--- src/rtl/md_sched_pkg.sv ---
// md_sched_pkg -- shared md_op encodings, default latencies and FSM state type
// for the multiply/divide scheduler.
// MD_DIV_EN (when defined) makes div/divu valid long operations.

`ifndef MD_SCHED_DEFINES
`define MD_SCHED_DEFINES
`define MD_OP_NONE  3'd0
`define MD_OP_MULT  3'd1
`define MD_OP_MULTU 3'd2
`define MD_OP_DIV   3'd3
`define MD_OP_DIVU  3'd4
`define MD_OP_MTHI  3'd5
`define MD_OP_MTLO  3'd6
`define MD_MULT_CYC 5
`define MD_DIV_CYC  10
`endif

package md_sched_pkg;

    localparam logic [2:0] MD_NONE  = `MD_OP_NONE;
    localparam logic [2:0] MD_MULT  = `MD_OP_MULT;
    localparam logic [2:0] MD_MULTU = `MD_OP_MULTU;
    localparam logic [2:0] MD_DIV   = `MD_OP_DIV;
    localparam logic [2:0] MD_DIVU  = `MD_OP_DIVU;
    localparam logic [2:0] MD_MTHI  = `MD_OP_MTHI;
    localparam logic [2:0] MD_MTLO  = `MD_OP_MTLO;

    // Busy counter width; latencies up to 255 cycles fit.
    localparam int                  MD_CNT_W = 8;
    localparam logic [MD_CNT_W-1:0] CNT_ONE  = 8'd1;

    typedef enum logic {
        ST_IDLE = 1'b0,
        ST_RUN  = 1'b1
    } md_state_e;

    // Operations that occupy the unit for several cycles (and stall D).
    function automatic logic is_long_op(input logic [2:0] op);
`ifdef MD_DIV_EN
        return (op == MD_MULT) || (op == MD_MULTU) || (op == MD_DIV) || (op == MD_DIVU);
`else
        return (op == MD_MULT) || (op == MD_MULTU);
`endif
    endfunction

    // Operations the unit accepts at all; without the divider, div/divu act as none.
    function automatic logic is_valid_op(input logic [2:0] op);
        return is_long_op(op) || (op == MD_MTHI) || (op == MD_MTLO);
    endfunction

endpackage

--- src/rtl/md_div.sv ---
// md_div -- divide datapath for the MD scheduler. The quotient/remainder is
// captured into the pending registers at issue; the scheduler's counter supplies
// the DIV_CYC latency before it becomes architectural.
// Only instantiated when MD_DIV_EN is defined.

module md_div (
    input  logic        i_is_signed,
    input  logic [31:0] i_dividend,
    input  logic [31:0] i_divisor,
    output logic [31:0] o_quot,
    output logic [31:0] o_rem
);

    logic        w_a_neg;
    logic        w_b_neg;
    logic [31:0] w_a_mag;
    logic [31:0] w_b_mag;
    logic [31:0] w_q_mag;
    logic [31:0] w_r_mag;

    // Sign-magnitude divide: truncates toward zero, remainder follows the dividend.
    // 0x80000000 / -1 falls out naturally: magnitude 0x80000000 negated stays 0x80000000.
    always_comb begin
        w_a_neg = i_is_signed & i_dividend[31];
        w_b_neg = i_is_signed & i_divisor[31];
        w_a_mag = w_a_neg ? (~i_dividend + 32'd1) : i_dividend;
        w_b_mag = w_b_neg ? (~i_divisor + 32'd1) : i_divisor;
        w_q_mag = '0;
        w_r_mag = '0;
        o_quot  = '0;
        o_rem   = '0;
        if (i_divisor == 32'd0) begin
            o_quot = 32'hFFFF_FFFF;
            o_rem  = i_dividend;
        end else begin
            w_q_mag = w_a_mag / w_b_mag;
            w_r_mag = w_a_mag % w_b_mag;
            o_quot  = (w_a_neg ^ w_b_neg) ? (~w_q_mag + 32'd1) : w_q_mag;
            o_rem   = w_a_neg ? (~w_r_mag + 32'd1) : w_r_mag;
        end
    end

endmodule

--- src/rtl/md_sched.sv ---
// md_sched -- multiply/divide scheduler: IDLE/RUN FSM, busy counter, multiplier,
// pending result and architectural HI/LO, plus the D-stage stall request.
// MD_DIV_EN (when defined) adds the md_div datapath and enables div/divu.

module md_sched
    import md_sched_pkg::*;
#(
    parameter int MULT_CYC = `MD_MULT_CYC,
    parameter int DIV_CYC  = `MD_DIV_CYC
) (
    input  logic        clk,
    input  logic        reset,
    input  logic        Req,
    input  logic        start,
    input  logic [2:0]  md_op,
    input  logic [31:0] E_A,
    input  logic [31:0] E_B,
    input  logic        D_use_md,
    output logic        busy,
    output logic        stall,
    output logic [31:0] HI,
    output logic [31:0] LO
);

    md_state_e           r_state;
    md_state_e           w_state_next;
    logic [MD_CNT_W-1:0] r_cnt;
    logic [31:0]         r_pend_hi;
    logic [31:0]         r_pend_lo;
    logic [31:0]         r_hi;
    logic [31:0]         r_lo;

    logic                w_issue;
    logic                w_op_long;
    logic                w_accept;
    logic                w_mul_signed;
    logic [63:0]         w_mul_a;
    logic [63:0]         w_mul_b;
    logic [63:0]         w_mul_res;

`ifdef MD_DIV_EN
    logic [31:0]         w_div_quot;
    logic [31:0]         w_div_rem;

    md_div u_md_div (
        .i_is_signed (md_op == MD_DIV),
        .i_dividend  (E_A),
        .i_divisor   (E_B),
        .o_quot      (w_div_quot),
        .o_rem       (w_div_rem)
    );
`endif

    // Issue qualification; a flushed (Req) instruction never starts or stalls.
    always_comb begin
        w_issue   = start & ~Req;
        w_op_long = is_long_op(md_op);
        w_accept  = w_issue & (r_state == ST_IDLE) & is_valid_op(md_op);
        busy      = (r_state == ST_RUN);
        stall     = D_use_md & (busy | (w_issue & w_op_long));
        HI        = r_hi;
        LO        = r_lo;
    end

    // 64-bit product: sign-extending for mult makes the low 64 bits the signed product.
    always_comb begin
        w_mul_signed = (md_op == MD_MULT);
        w_mul_a      = {{32{w_mul_signed & E_A[31]}}, E_A};
        w_mul_b      = {{32{w_mul_signed & E_B[31]}}, E_B};
        w_mul_res    = w_mul_a * w_mul_b;
    end

    // FSM state register.
    always_ff @(posedge clk or negedge reset) begin
        if (!reset) begin
            r_state <= ST_IDLE;
        end else begin
            r_state <= w_state_next;
        end
    end

    // FSM next state: RUN on an accepted long op, back to IDLE on the last count.
    always_comb begin
        w_state_next = r_state;
        case (r_state)
            ST_IDLE: if (w_accept && w_op_long) w_state_next = ST_RUN;
            ST_RUN:  if (r_cnt == CNT_ONE)      w_state_next = ST_IDLE;
            default: w_state_next = ST_IDLE;
        endcase
    end

    // Counter, pending result and HI/LO; issues during RUN are ignored.
    always_ff @(posedge clk or negedge reset) begin
        if (!reset) begin
            r_cnt     <= '0;
            r_pend_hi <= '0;
            r_pend_lo <= '0;
            r_hi      <= '0;
            r_lo      <= '0;
        end else if (r_state == ST_RUN) begin
            r_cnt <= r_cnt - CNT_ONE;
            if (r_cnt == CNT_ONE) begin
                r_hi <= r_pend_hi;
                r_lo <= r_pend_lo;
            end
        end else if (w_accept) begin
            case (md_op)
                MD_MULT, MD_MULTU: begin
                    r_pend_hi <= w_mul_res[63:32];
                    r_pend_lo <= w_mul_res[31:0];
                    r_cnt     <= MD_CNT_W'(MULT_CYC);
                end
`ifdef MD_DIV_EN
                MD_DIV, MD_DIVU: begin
                    r_pend_hi <= w_div_rem;
                    r_pend_lo <= w_div_quot;
                    r_cnt     <= MD_CNT_W'(DIV_CYC);
                end
`endif
                MD_MTHI: r_hi <= E_A;
                MD_MTLO: r_lo <= E_A;
                default: ;
            endcase
        end
    end

endmodule

--- config.mk ---
export PLATFORM = sky130hd
export DESIGN_NAME = md_sched
export DESIGN_NICKNAME = d
export VERILOG_FILES = /design/src/rtl/md_sched_pkg.sv /design/src/rtl/md_div.sv /design/src/rtl/md_sched.sv
export SDC_FILE = /design/constraint.sdc
export NUM_CORES = 2
export LEC_CHECK = 0
export ABC_AREA = 1
export ABC_CLOCK_PERIOD_IN_PS = 1800
export BUFFER_PORTS_ARGS = -buffer_cell sky130_fd_sc_hd__buf_2
export CORE_UTILIZATION = 25
export DETAILED_ROUTE_END_ITERATION = 7
export PLACE_DENSITY = 0.41
export SLEW_MARGIN = 20
export SYNTH_ARGS = -nofsm -noshare
export SYNTH_HDL_FRONTEND = slang
export SYNTH_SLANG_ARGS = --single-unit
--- constraint.sdc ---
create_clock -name clk -period 1.8 [get_ports clk]
set_clock_uncertainty 0.1 [all_clocks]
set_input_delay 0.18 -clock clk [delete_from_list [all_inputs] [get_ports clk]]
set_output_delay 0.18 -clock clk [all_outputs]
set_load 0.1 [all_outputs]
==> reports/metrics.yaml <==
floorplanning:
  die_area_sq_mm: 0.183
  coreArea_sq_mm: 0.181
  rows: 156
  fp.dieH_um: 428
  ioPinCount: 138
  fp.dieW_um: 428
  start_util_pct: 25.1
clock_network:
  cts_tree: "built"
  htreeDepth: 4
  cts_buffers: 17
  clock_sinks: 137
  clk_pin_slew_ps: 60
  clk_latency_ps: 450
  clockRootBuffer: "clkbuf_16"
  clockBufferDepth: 2
synth:
  synth_flop_cell: "dfrtp_1"
  ys_types: 42
  syn_nets: 7096
  synth.avg_cell_area_sq_um: 7.99
  syn_area_sq_mm: 0.0454
  async_flop_share_pct: 100
  synth_top_family_by_area: "adder cells"
  synthAdderAreaFrac_pct: 55.5
  seq_area_frac_synth_pct: 7.55
  synth-edff-count: 0
  synthCells: 5685
  synth_warnings: 0
  synth_xor_area_share_pct: 0.521
  synth.ff_latch_count: 137
  yosys.area_share.simple_pct: 18.1
  synth_compound_area_share_pct: 2.84
  synthMuxAreaShare_pct: 0
detailed_routing:
  viasPerCell: 4.29
  first_pass_iters: 6
  ant_nets: 0
  drc: 0
  wire_per_inst_um: 19.2
  drt_iter0_drc: 1924
  vias: 37600
  wl_um: 168000
critical_path:
  cp_data_required_time_ps: 2040
  r2r_slack_ps: -30
  worstReg2RegEnd: "r_cnt[4]"
  cpMaxStageDelayCell: "fa_1"
  rr_worst_depth: 10
  cp-end-kind: "flop"
  worst_setup_path_start_kind: "input port"
  arrival_ps: 7130
  path_common_cell: "fa_1"
  worst_path_largest_cell_delay_ps: 600
  crit_type: "in2reg"
  crit_path_max_fanout: 7
  worstReg2RegStart: "busy"
min_path:
  hold_start: "E_A[21]"
  min_to: "HI[21]"
  hold_path.class: "in2reg"
  min_path_cells: 4
global_routing:
  grt_max_degree: 48
  overflow: 0
  antenna_found_initial: 7
  grt_pass1_vias: 41700
  track_usage_pct: 18.9
  grt_pass1_wl_um: 263000
timing:
  slew_violations: 0
  finalCritPeriodShare_pct: 383
  hold_viol_final: 0
  max_freq_mhz: 145
  totalNegativeSetupSlack_ps: -256010
  setup_viol: 63
  max_slew_margin_pct: 64.1
  worst_slack_ps: -5090
  grt_setup_unrepaired: "yes"
  whs_ps: 99.7
  fin_crit_ps: 6890
  worst_pin_slew_ps: 541
finish:
  final.fill_count: 19000
  layout_common_cells: "1489 x inv_1, 1453 x nand2_1, 1035 x fa_1, 601 x buf_4, 140 x nor2_1"
  postLayoutCellArea_sq_mm: 0.0614
  area_delta_synth_final_pct: 35.2
  drive_above_1_share_pct: 27.3
  layout_commonest_cell: "inv_1"
  ff_latch_area_sq_mm: 0.00343
  nets: 7789
  multi_input_area_sq_mm: 0.0392
place:
  dp_slack_ps: -5970
  numPortBuffers: 137
  hpwl_um: 142000
  gp_congestion: 0.912
  placed_area_sq_mm: 0.0560
status:
  violations: "setup timing"
  outcome: "complete, but fails checks"
run:
  drv_cap: 0
## layout make-up
type,instances,area share (%)
multi-input combinational,3683,63.8
timing repair buffer,941,15.0
inverter,1598,9.84
sequential,137,5.59
tap,2370,4.83
clock buffer,19,0.738
clock inverter,13,0.232
antenna,3,0.0122
## what timing repair did
item                       4_1_cts  5_1_grt
hold endpoints to repair       114        0
setup endpoints to repair       65      133
setup buffers                  105       23
hold buffers                     1        0
gates resized for setup        656      151
pin swaps                      301      125
gates cloned                    17        1
## worst max-delay path: cells and delay by family
family                   cells  cell delay (ps)
adder cells (fa/ha/maj)      9             4390
buffers and inverters       12             1170
AND/OR/NAND/NOR             12             1320
## cell usage after synthesis, types with 11 or more instances
master | count | area [sq um]
or2_2 | 11 | 68.8
o21bai_1 | 21 | 158
a31oi_1 | 64 | 400
xnor2_1 | 21 | 184
inv_1 | 1595 | 5990
nand2_1 | 1659 | 6230
nand3_1 | 116 | 581
nand4_1 | 23 | 144
ha_1 | 214 | 2680
a21oi_1 | 74 | 370
nor2_1 | 238 | 893
dfrtp_1 | 137 | 3430
o21ai_0 | 49 | 245
fa_1 | 1125 | 22500
clkbuf_1 | 244 | 916
buf_2 | 16 | 80.1
## worst max-delay path by stage
stage                        start       endpoint  slack, ps
after floorplan           md_op[1]  r_pend_hi[22]      -4890
after global placement    md_op[1]  r_pend_hi[26]      -5970
after detailed placement  md_op[1]  r_pend_hi[26]      -5970
after CTS                 md_op[1]  r_pend_hi[27]      -5090
after global routing      md_op[1]  r_pend_hi[26]      -5350
final                     md_op[1]  r_pend_hi[26]      -5090
## metal layers
metal | vias up | track usage, % | part of all wire (%)
li1 | 17400 | - | -
met1 | 19600 | 25.4 | 45
met2 | 502 | 34.4 | 51
met3 | 92 | 0.642 | 2.1
met4 | 0 | 2.89 | 1.6
met5 | - | 0 | 0
## registers in the layout (all words and copies together), names as in the netlist
signal and cells:
r_cnt 8, r_pend_hi 32, r_pend_lo 32, HI 32, LO 32, busy 1
## cells by family after synthesis
logic type / after synthesis
compound gates: 223
simple gates: 2094
flops: 137
xor+xnor: 27
fa+ha+maj: 1339
buf+inv: 1865
## per-stage QoR
stage | util [%] | cells
final | 34.0 | 8764
after global routing | 34.0 | 8764
after CTS | 33.6 | 8740
after detailed placement | 31.0 | 8590
after global placement | 31.0 | 8590
after floorplan | - | 5685
Power is not shown: default switching activity piles up to over one toggle a cycle in this logic, so the estimate is an artifact.
